`config.mk`:
```
export PLATFORM = sky130hd
export DESIGN_NAME = debug_mem_arbiter
export DESIGN_NICKNAME = d
export VERILOG_FILES = /design/src/rtl/debug_mem_arbiter.sv
export SDC_FILE = /design/constraint.sdc
export NUM_CORES = 1
export LEC_CHECK = 0
export CORE_ASPECT_RATIO = 0.8
export CORE_MARGIN = 10
export CORE_UTILIZATION = 38
export DETAILED_ROUTE_END_ITERATION = 8
export MAX_ROUTING_LAYER = met4
export PLACE_DENSITY = 0.85
export SETUP_SLACK_MARGIN = 0.4
export SYNTH_ARGS = -nofsm -noshare
export SYNTH_HDL_FRONTEND = slang
export SYNTH_SLANG_ARGS = --single-unit
export TNS_END_PERCENT = 20
```
`constraint.sdc`:
```
create_clock -name cpu_clk -period 2.05 [get_ports cpu_clk]
set_clock_uncertainty 0.05 [all_clocks]
set_input_delay 0.41 -clock cpu_clk [delete_from_list [all_inputs] [get_ports cpu_clk]]
set_output_delay 0.41 -clock cpu_clk [all_outputs]
set_load 0.01 [all_outputs]
```
`src/rtl/debug_mem_arbiter.sv`:
```
// Arbitrates a single-port synchronous RAM between core accesses and debug command pulses.
// Optional build macro DEBUG_MEM_HALT_GATE_EN gates debug issue on cpu_halted.
module debug_mem_arbiter #(
  parameter int unsigned ADDR_W       = 32,
  parameter int unsigned DATA_W       = 32,
  parameter int unsigned READ_LATENCY = 1
) (
  input  logic              cpu_clk,
  input  logic              sys_rstn,
`ifdef DEBUG_MEM_HALT_GATE_EN
  input  logic              cpu_halted,
`endif
  input  logic              dbg_ce,
  input  logic              dbg_we,
  input  logic [ADDR_W-1:0] dbg_addr,
  input  logic [DATA_W-1:0] dbg_wdata,
  output logic [DATA_W-1:0] dbg_rdata,
  output logic              dbg_rvalid,
  output logic              dbg_busy,
  output logic              dbg_overrun,
  input  logic              core_req,
  input  logic              core_we,
  input  logic [ADDR_W-1:0] core_addr,
  input  logic [DATA_W-1:0] core_wdata,
  output logic              core_gnt,
  output logic [DATA_W-1:0] core_rdata,
  output logic              core_rvalid,
  output logic              mem_ce,
  output logic              mem_we,
  output logic [ADDR_W-1:0] mem_addr,
  output logic [DATA_W-1:0] mem_wdata,
  input  logic [DATA_W-1:0] mem_rdata
);

  typedef enum logic [1:0] {
    IDLE,
    PEND,
    RDWAIT
  } state_t;

  state_t              state;
  logic                pend_we;
  logic [ADDR_W-1:0]   pend_addr;
  logic [DATA_W-1:0]   pend_wdata;

  logic [READ_LATENCY-1:0] tag_vld;
  logic [READ_LATENCY-1:0] tag_dbg;

  logic issue_gate;
  logic dbg_issue;
  logic rd_issue;
  logic tail_vld;
  logic tail_dbg;

`ifdef DEBUG_MEM_HALT_GATE_EN
  assign issue_gate = cpu_halted;
`else
  assign issue_gate = 1'b1;
`endif

  assign dbg_issue = (state == PEND) && issue_gate;
  // Core is held off while in reset so the RAM port shows its idle values.
  assign core_gnt  = core_req && !dbg_issue && sys_rstn;

  always_comb begin
    mem_ce    = dbg_issue || core_gnt;
    mem_we    = 1'b0;
    mem_addr  = core_addr;
    mem_wdata = core_wdata;
    if (dbg_issue) begin
      mem_we    = pend_we;
      mem_addr  = pend_addr;
      mem_wdata = pend_wdata;
    end else if (core_gnt) begin
      mem_we    = core_we;
    end
  end

  assign rd_issue    = mem_ce && !mem_we;
  assign tail_vld    = tag_vld[READ_LATENCY-1];
  assign tail_dbg    = tag_dbg[READ_LATENCY-1];
  assign core_rvalid = tail_vld && !tail_dbg;
  assign core_rdata  = mem_rdata;

  // Tag pipeline: one {valid, owner} stage per cycle of RAM read latency.
  always_ff @(posedge cpu_clk or negedge sys_rstn) begin
    if (!sys_rstn) begin
      tag_vld <= '0;
      tag_dbg <= '0;
    end else begin
      tag_vld[0] <= rd_issue;
      tag_dbg[0] <= rd_issue && dbg_issue;
      for (int unsigned i = 1; i < READ_LATENCY; i++) begin
        tag_vld[i] <= tag_vld[i-1];
        tag_dbg[i] <= tag_dbg[i-1];
      end
    end
  end

  always_ff @(posedge cpu_clk or negedge sys_rstn) begin
    if (!sys_rstn) begin
      state       <= IDLE;
      pend_we     <= 1'b0;
      pend_addr   <= '0;
      pend_wdata  <= '0;
      dbg_rdata   <= '0;
      dbg_rvalid  <= 1'b0;
      dbg_busy    <= 1'b0;
      dbg_overrun <= 1'b0;
    end else begin
      dbg_rvalid <= 1'b0;
      if (dbg_ce && state != IDLE) begin
        dbg_overrun <= 1'b1;
      end
      case (state)
        IDLE: begin
          if (dbg_ce) begin
            pend_we    <= dbg_we;
            pend_addr  <= dbg_addr;
            pend_wdata <= dbg_wdata;
            state      <= PEND;
            dbg_busy   <= 1'b1;
          end
        end
        PEND: begin
          if (issue_gate) begin
            if (pend_we) begin
              state    <= IDLE;
              dbg_busy <= 1'b0;
            end else begin
              state    <= RDWAIT;
            end
          end
        end
        RDWAIT: begin
          if (tail_vld && tail_dbg) begin
            dbg_rdata  <= mem_rdata;
            dbg_rvalid <= 1'b1;
            state      <= IDLE;
            dbg_busy   <= 1'b0;
          end
        end
        default: begin
          state    <= IDLE;
          dbg_busy <= 1'b0;
        end
      endcase
    end
  end

endmodule

```
======== Word level (Yosys, flattened, before mapping) ========
Cells that the tools add are included.
operators by class
  muxes and demuxes ....................... 14
  eq/ne operators ......................... 5
  reduce and logical (&&, ||, !) cells .... 17
operators by type and width
  kind                number
  $mux 32             2
  $logic_and 1x1->1   7
  $mux 1              7
  $mux 2              3
  $ne 2x2->1 const B  3
  $pmux 2 s3          1
  $reduce_and 2->1    3
  $logic_not 1->1     3
  $pmux 1 s3          1
  $reduce_and 3->1    1
  $eq 2x1->1 const B  1
  $eq 2x2->1 const B  1
  $logic_not 2->1     1
  $reduce_bool 2->1   1
  $logic_or 1x1->1    1
word-level totals
  input port bits ......................... 166
  word-level logic and storage cells ...... 46
  register bits ........................... 104
  output and inout bits ................... 135

======== Depth between registers and ports, before layout ========
  word-level depth ........................ 9
  depth in mapped cells ................... 5
  mapped depth without buffers ............ 2

======== Least setup slack after synthesis ========
No wires, ideal clock.
  path type ............................... reg-to-output
  start point ............................. register state[1]
  end point ............................... output port mem_wdata[10]
  required time ........................... 1.590 ns
  buffers on the path ..................... 3
  path slack .............................. 0.299 ns
  data arrival time ....................... 1.291 ns
  stages on the path, launching flop included .. 6
  cell sequence ........................... dfrtp_1 buf_4 nand2b_1 buf_6 buf_6 mux2_4
between the ends
  longest elaborated chain between the ends .. 2
ends and longest elaborated chain
  item                      RTL line  text
  start: declaration        41        state_t state;
  start signal: assignment  102       state <= IDLE;
  start signal: assignment  121       state <= PEND;
  start signal: assignment  128       state <= IDLE;
  $eq 2x1->1                61        assign dbg_issue = (state == PEND) && issue_gate;
  $mux 32                   70        if (dbg_issue) begin
  end: declaration          31        output logic [DATA_W-1:0] mem_wdata,
No other way between the ends.

======== Worst setup path after layout ========
  start point ............................. register state[1]
  end point ............................... output port mem_wdata[7]
The elaborated chain is that of the path after synthesis.

==> flow_summary.toml <==
[critical_path]
path_class = "register to primary output"
worstSetupPathDepth = 6
worst_r2r_path_depth = 7
max_stage_delay_ns = 0.38
path_cells = "nand2b_4 -> buf_12 -> buf_12 -> buf_16 -> mux2_4 -> buf_6"
cpMostUsedCell = "buf_12"
cp-start-kind = "register"
timing.critical_path.buf_inv = 4
crit_fanout = 7
critPathTopFamily = "buffers and inverters"
cp.required_ns = 1.59
cp.arrival_ns = 1.74
cp-end-kind = "primary output"
cp_slowest_cell = "dfrtp_1"

[cells_and_area]
layout.nets = 799
num-fill-cells = 876
final-seq-area_mm2 = 0.002605
antenna_cells = 0
multiInputGateArea_mm2 = 0.002516
fin_util_pct = 70.13
drive_gt1_share_pct = 46.39
finalInstanceArea_mm2 = 0.009090
layout_common_cells = "clkdlybuf4s50_1, mux2_4, dfrtp_1"
syn_to_final_growth_pct = 79.60
final_common_cell = "clkdlybuf4s50_1"

[global_routing]
grt_antenna_before_repair = 0
grt_pass1_wl_um = 26860
grt_overflow = 0
grt_usage_pct = 19.56
grt_pass1_vias = 4429
grt_max_degree = 67

[cts]
insertion_delay_ns = 0.35
cts_tree = "built"
clock-sinks = 104
clk_pin_slew_worst_paths_ns = 0.07
hold_buffers = 0
cts_buffer_depth = 2
root_buffer = "clkbuf_16"
cts.htree.levels = 3
cts_buffers = 9

[timing]
hold_viol = 0
worstMarginPinSlew_ns = 0.8508
tns_ns = -4.215
finalSetupViolations = 66
rsz0062_at_grt = "true"
fin_crit_sh_pct = 107.5
maxSlewViolCount = 0
relSlewSlack_pct = 43.28
layout_min_cycle_time_ns = 2.203
finalWorstSetupSlack_ns = -0.1532
fmax_ghz = 0.4539

[place]
dp_hpwl_um = 12890
gp_congestion = 0.8230
port_buffers = 300
dpl_cell_area_mm2 = 0.008071

[synth]
syn_avg_cell_area_um2 = 14.97
synth-main-ff-cell = "dfrtp_1"
synth_cell_types = 23
async_flop_share_pct = 100.0
synth_nets = 504
synth_top_cells_by_area = "dfrtp_1, mux2_2, mux2_1"
synth-seq-cells = 104
yosysTopAreaCellShare_pct = 51.42
seq_area_frac_synth_pct = 51.42
syn_area_mm2 = 0.005061
synth_edf_count = 0
syn_inst = 338
synth_area_leader_cell = "dfrtp_1"
yosysWarnings = 0

[floorplanning]
die_y_um = 123.2
core_area_mm2 = 0.01296
die_area_mm2 = 0.01836
die_x_um = 149.0
start_util_pct = 39.04
io_pins = 301
rows = 37

[worst_hold_path]
hp-class = "primary input to asynchronous set/reset pin"

[detailed_routing]
drtAntennaViolNets = 0
drtPass1Iterations = 4
drt-wirelength-per-cell_um = 22.38
drt-total-wl_um = 18190
viasPerCell = 4.734
vias = 3849
remaining_drc_errors = 0
drt-initial-drc-count = 137

[pwr]
power_density_mw_per_mm2 = 1255
pwr-share-clk_pct = 16.5
ir_worst_vdd_uv = 724.6
combPwrFrac_pct = 51.0
intPower_mw = 7.970
p_leak_nw = 4.351
p_sw_mw = 3.435
seq_power_share_pct = 32.4
switching_share_pct = 30.12

[outcome]
violations = "negative setup slack"
status = "finished with violations"

[flow_run]
drv_cap = 0
-- power by group through the flow --
stage          Combinational, mW  Sequential (mW)  Clock, mW
2_1_floorplan               2.26             3.66          0
3_3_place_gp                4.58             3.57          0
3_5_place_dp                4.68             3.64          0
4_1_cts                     5.76             3.66       1.92
5_1_grt                     6.15             3.82       2.01
6_report                    5.82             3.70       1.89
-- sequential cells by signal (all words and copies together) (netlist names) --
register and flops:
pend_wdata 32, tag_dbg 1, pend_addr 32, dbg_busy 1, dbg_overrun 1, tag_vld 1
pend_we 1, dbg_rdata 32, dbg_rvalid 1, state 2
-- kinds of logic (layout without fill, tap and decap cells) --
group / after synthesis / count (layout) / synth area share (%)
AOI/OAI and AO/OA: 6 / 6 / 0.8405
buffers and inverters: 51 / 350 / 7.688
DFF: 104 / 104 / 51.42
muxes: 161 / 161 / 37.82
and+or+nand+nor: 16 / 17 / 2.225
-- metal layers --
| layer | global-route usage [%] | vias to the layer above | wire (um) |
|---|---|---|---|
| li1 | - | 1763 | - |
| met1 | 21.80 | 1900 | 7214 |
| met2 | 33.96 | 179 | 9502 |
| met3 | 7.083 | 7 | 1409 |
| met4 | 2.570 | 0 | 65 |
| met5 | - | - | 0 |
-- synthesized netlist by cell type, types with 2 or more instances --
master,count
mux2_2,93
nand2b_1,3
nand2_1,2
nor2b_1,2
mux2_4,27
buf_6,8
dfrtp_1,104
mux2_1,41
nor2_1,3
o21ai_0,2
buf_4,34
buf_2,8
-- worst reg2reg max path: cells and delay by family (launching register included) --
kind / cells / cell delay (ns)
buffers and inverters: 5 / 0.75
flip-flops: 1 / 0.38
multiplexers: 1 / 0.33
AND/OR/NAND/NOR: 1 / 0.25
-- final timing paths --
path / start / slack (ns) / end
max reg2reg: state[1] / 0.17 / pend_addr[31]
min reg2reg: dbg_overrun / 0.42 / dbg_overrun
max in group asynchronous: sys_rstn / 1.13 / tag_vld
min: sys_rstn / 0.1 / dbg_rdata[13]
max: state[1] / -0.15 / mem_wdata[7]
min in group cpu_clk: dbg_overrun / 0.42 / dbg_overrun
-- area by class of cell --
type	count	area share (%)
Clock buffer	11	2.670
Clock inverter	5	0.9498
Inverter	1	0.04129
Multi-Input combinational cell	184	27.68
Sequential cell	104	28.66
Tap cell	175	2.409
Timing Repair Buffer	333	37.59
-- metrics by stage --
| step | hold slack (ns) | instances | setup WS, ns | total power, mW |
|---|---|---|---|---|
| 3_5_place_dp | 0.4130 | 778 | -0.1015 | 8.321 |
| 4_1_cts | 0.1087 | 808 | -0.1454 | 11.34 |
| 6_report | 0.09667 | 813 | -0.1532 | 11.41 |
| 3_3_place_gp | 0.4045 | 778 | -0.09555 | 8.156 |
| 5_1_grt | 0.1294 | 813 | -0.2145 | 11.97 |
| 2_1_floorplan | 0.06441 | 338 | 0.3610 | 5.914 |
-- repair_timing --
action | 4_1_cts | 5_1_grt
pin swaps | 1 | 0
setup endpoints to repair | 201 | 187
setup buffers | 9 | 4
gates cloned | 5 | 1
resized for setup | 522 | 40
Power figures use the tool's default switching activity.
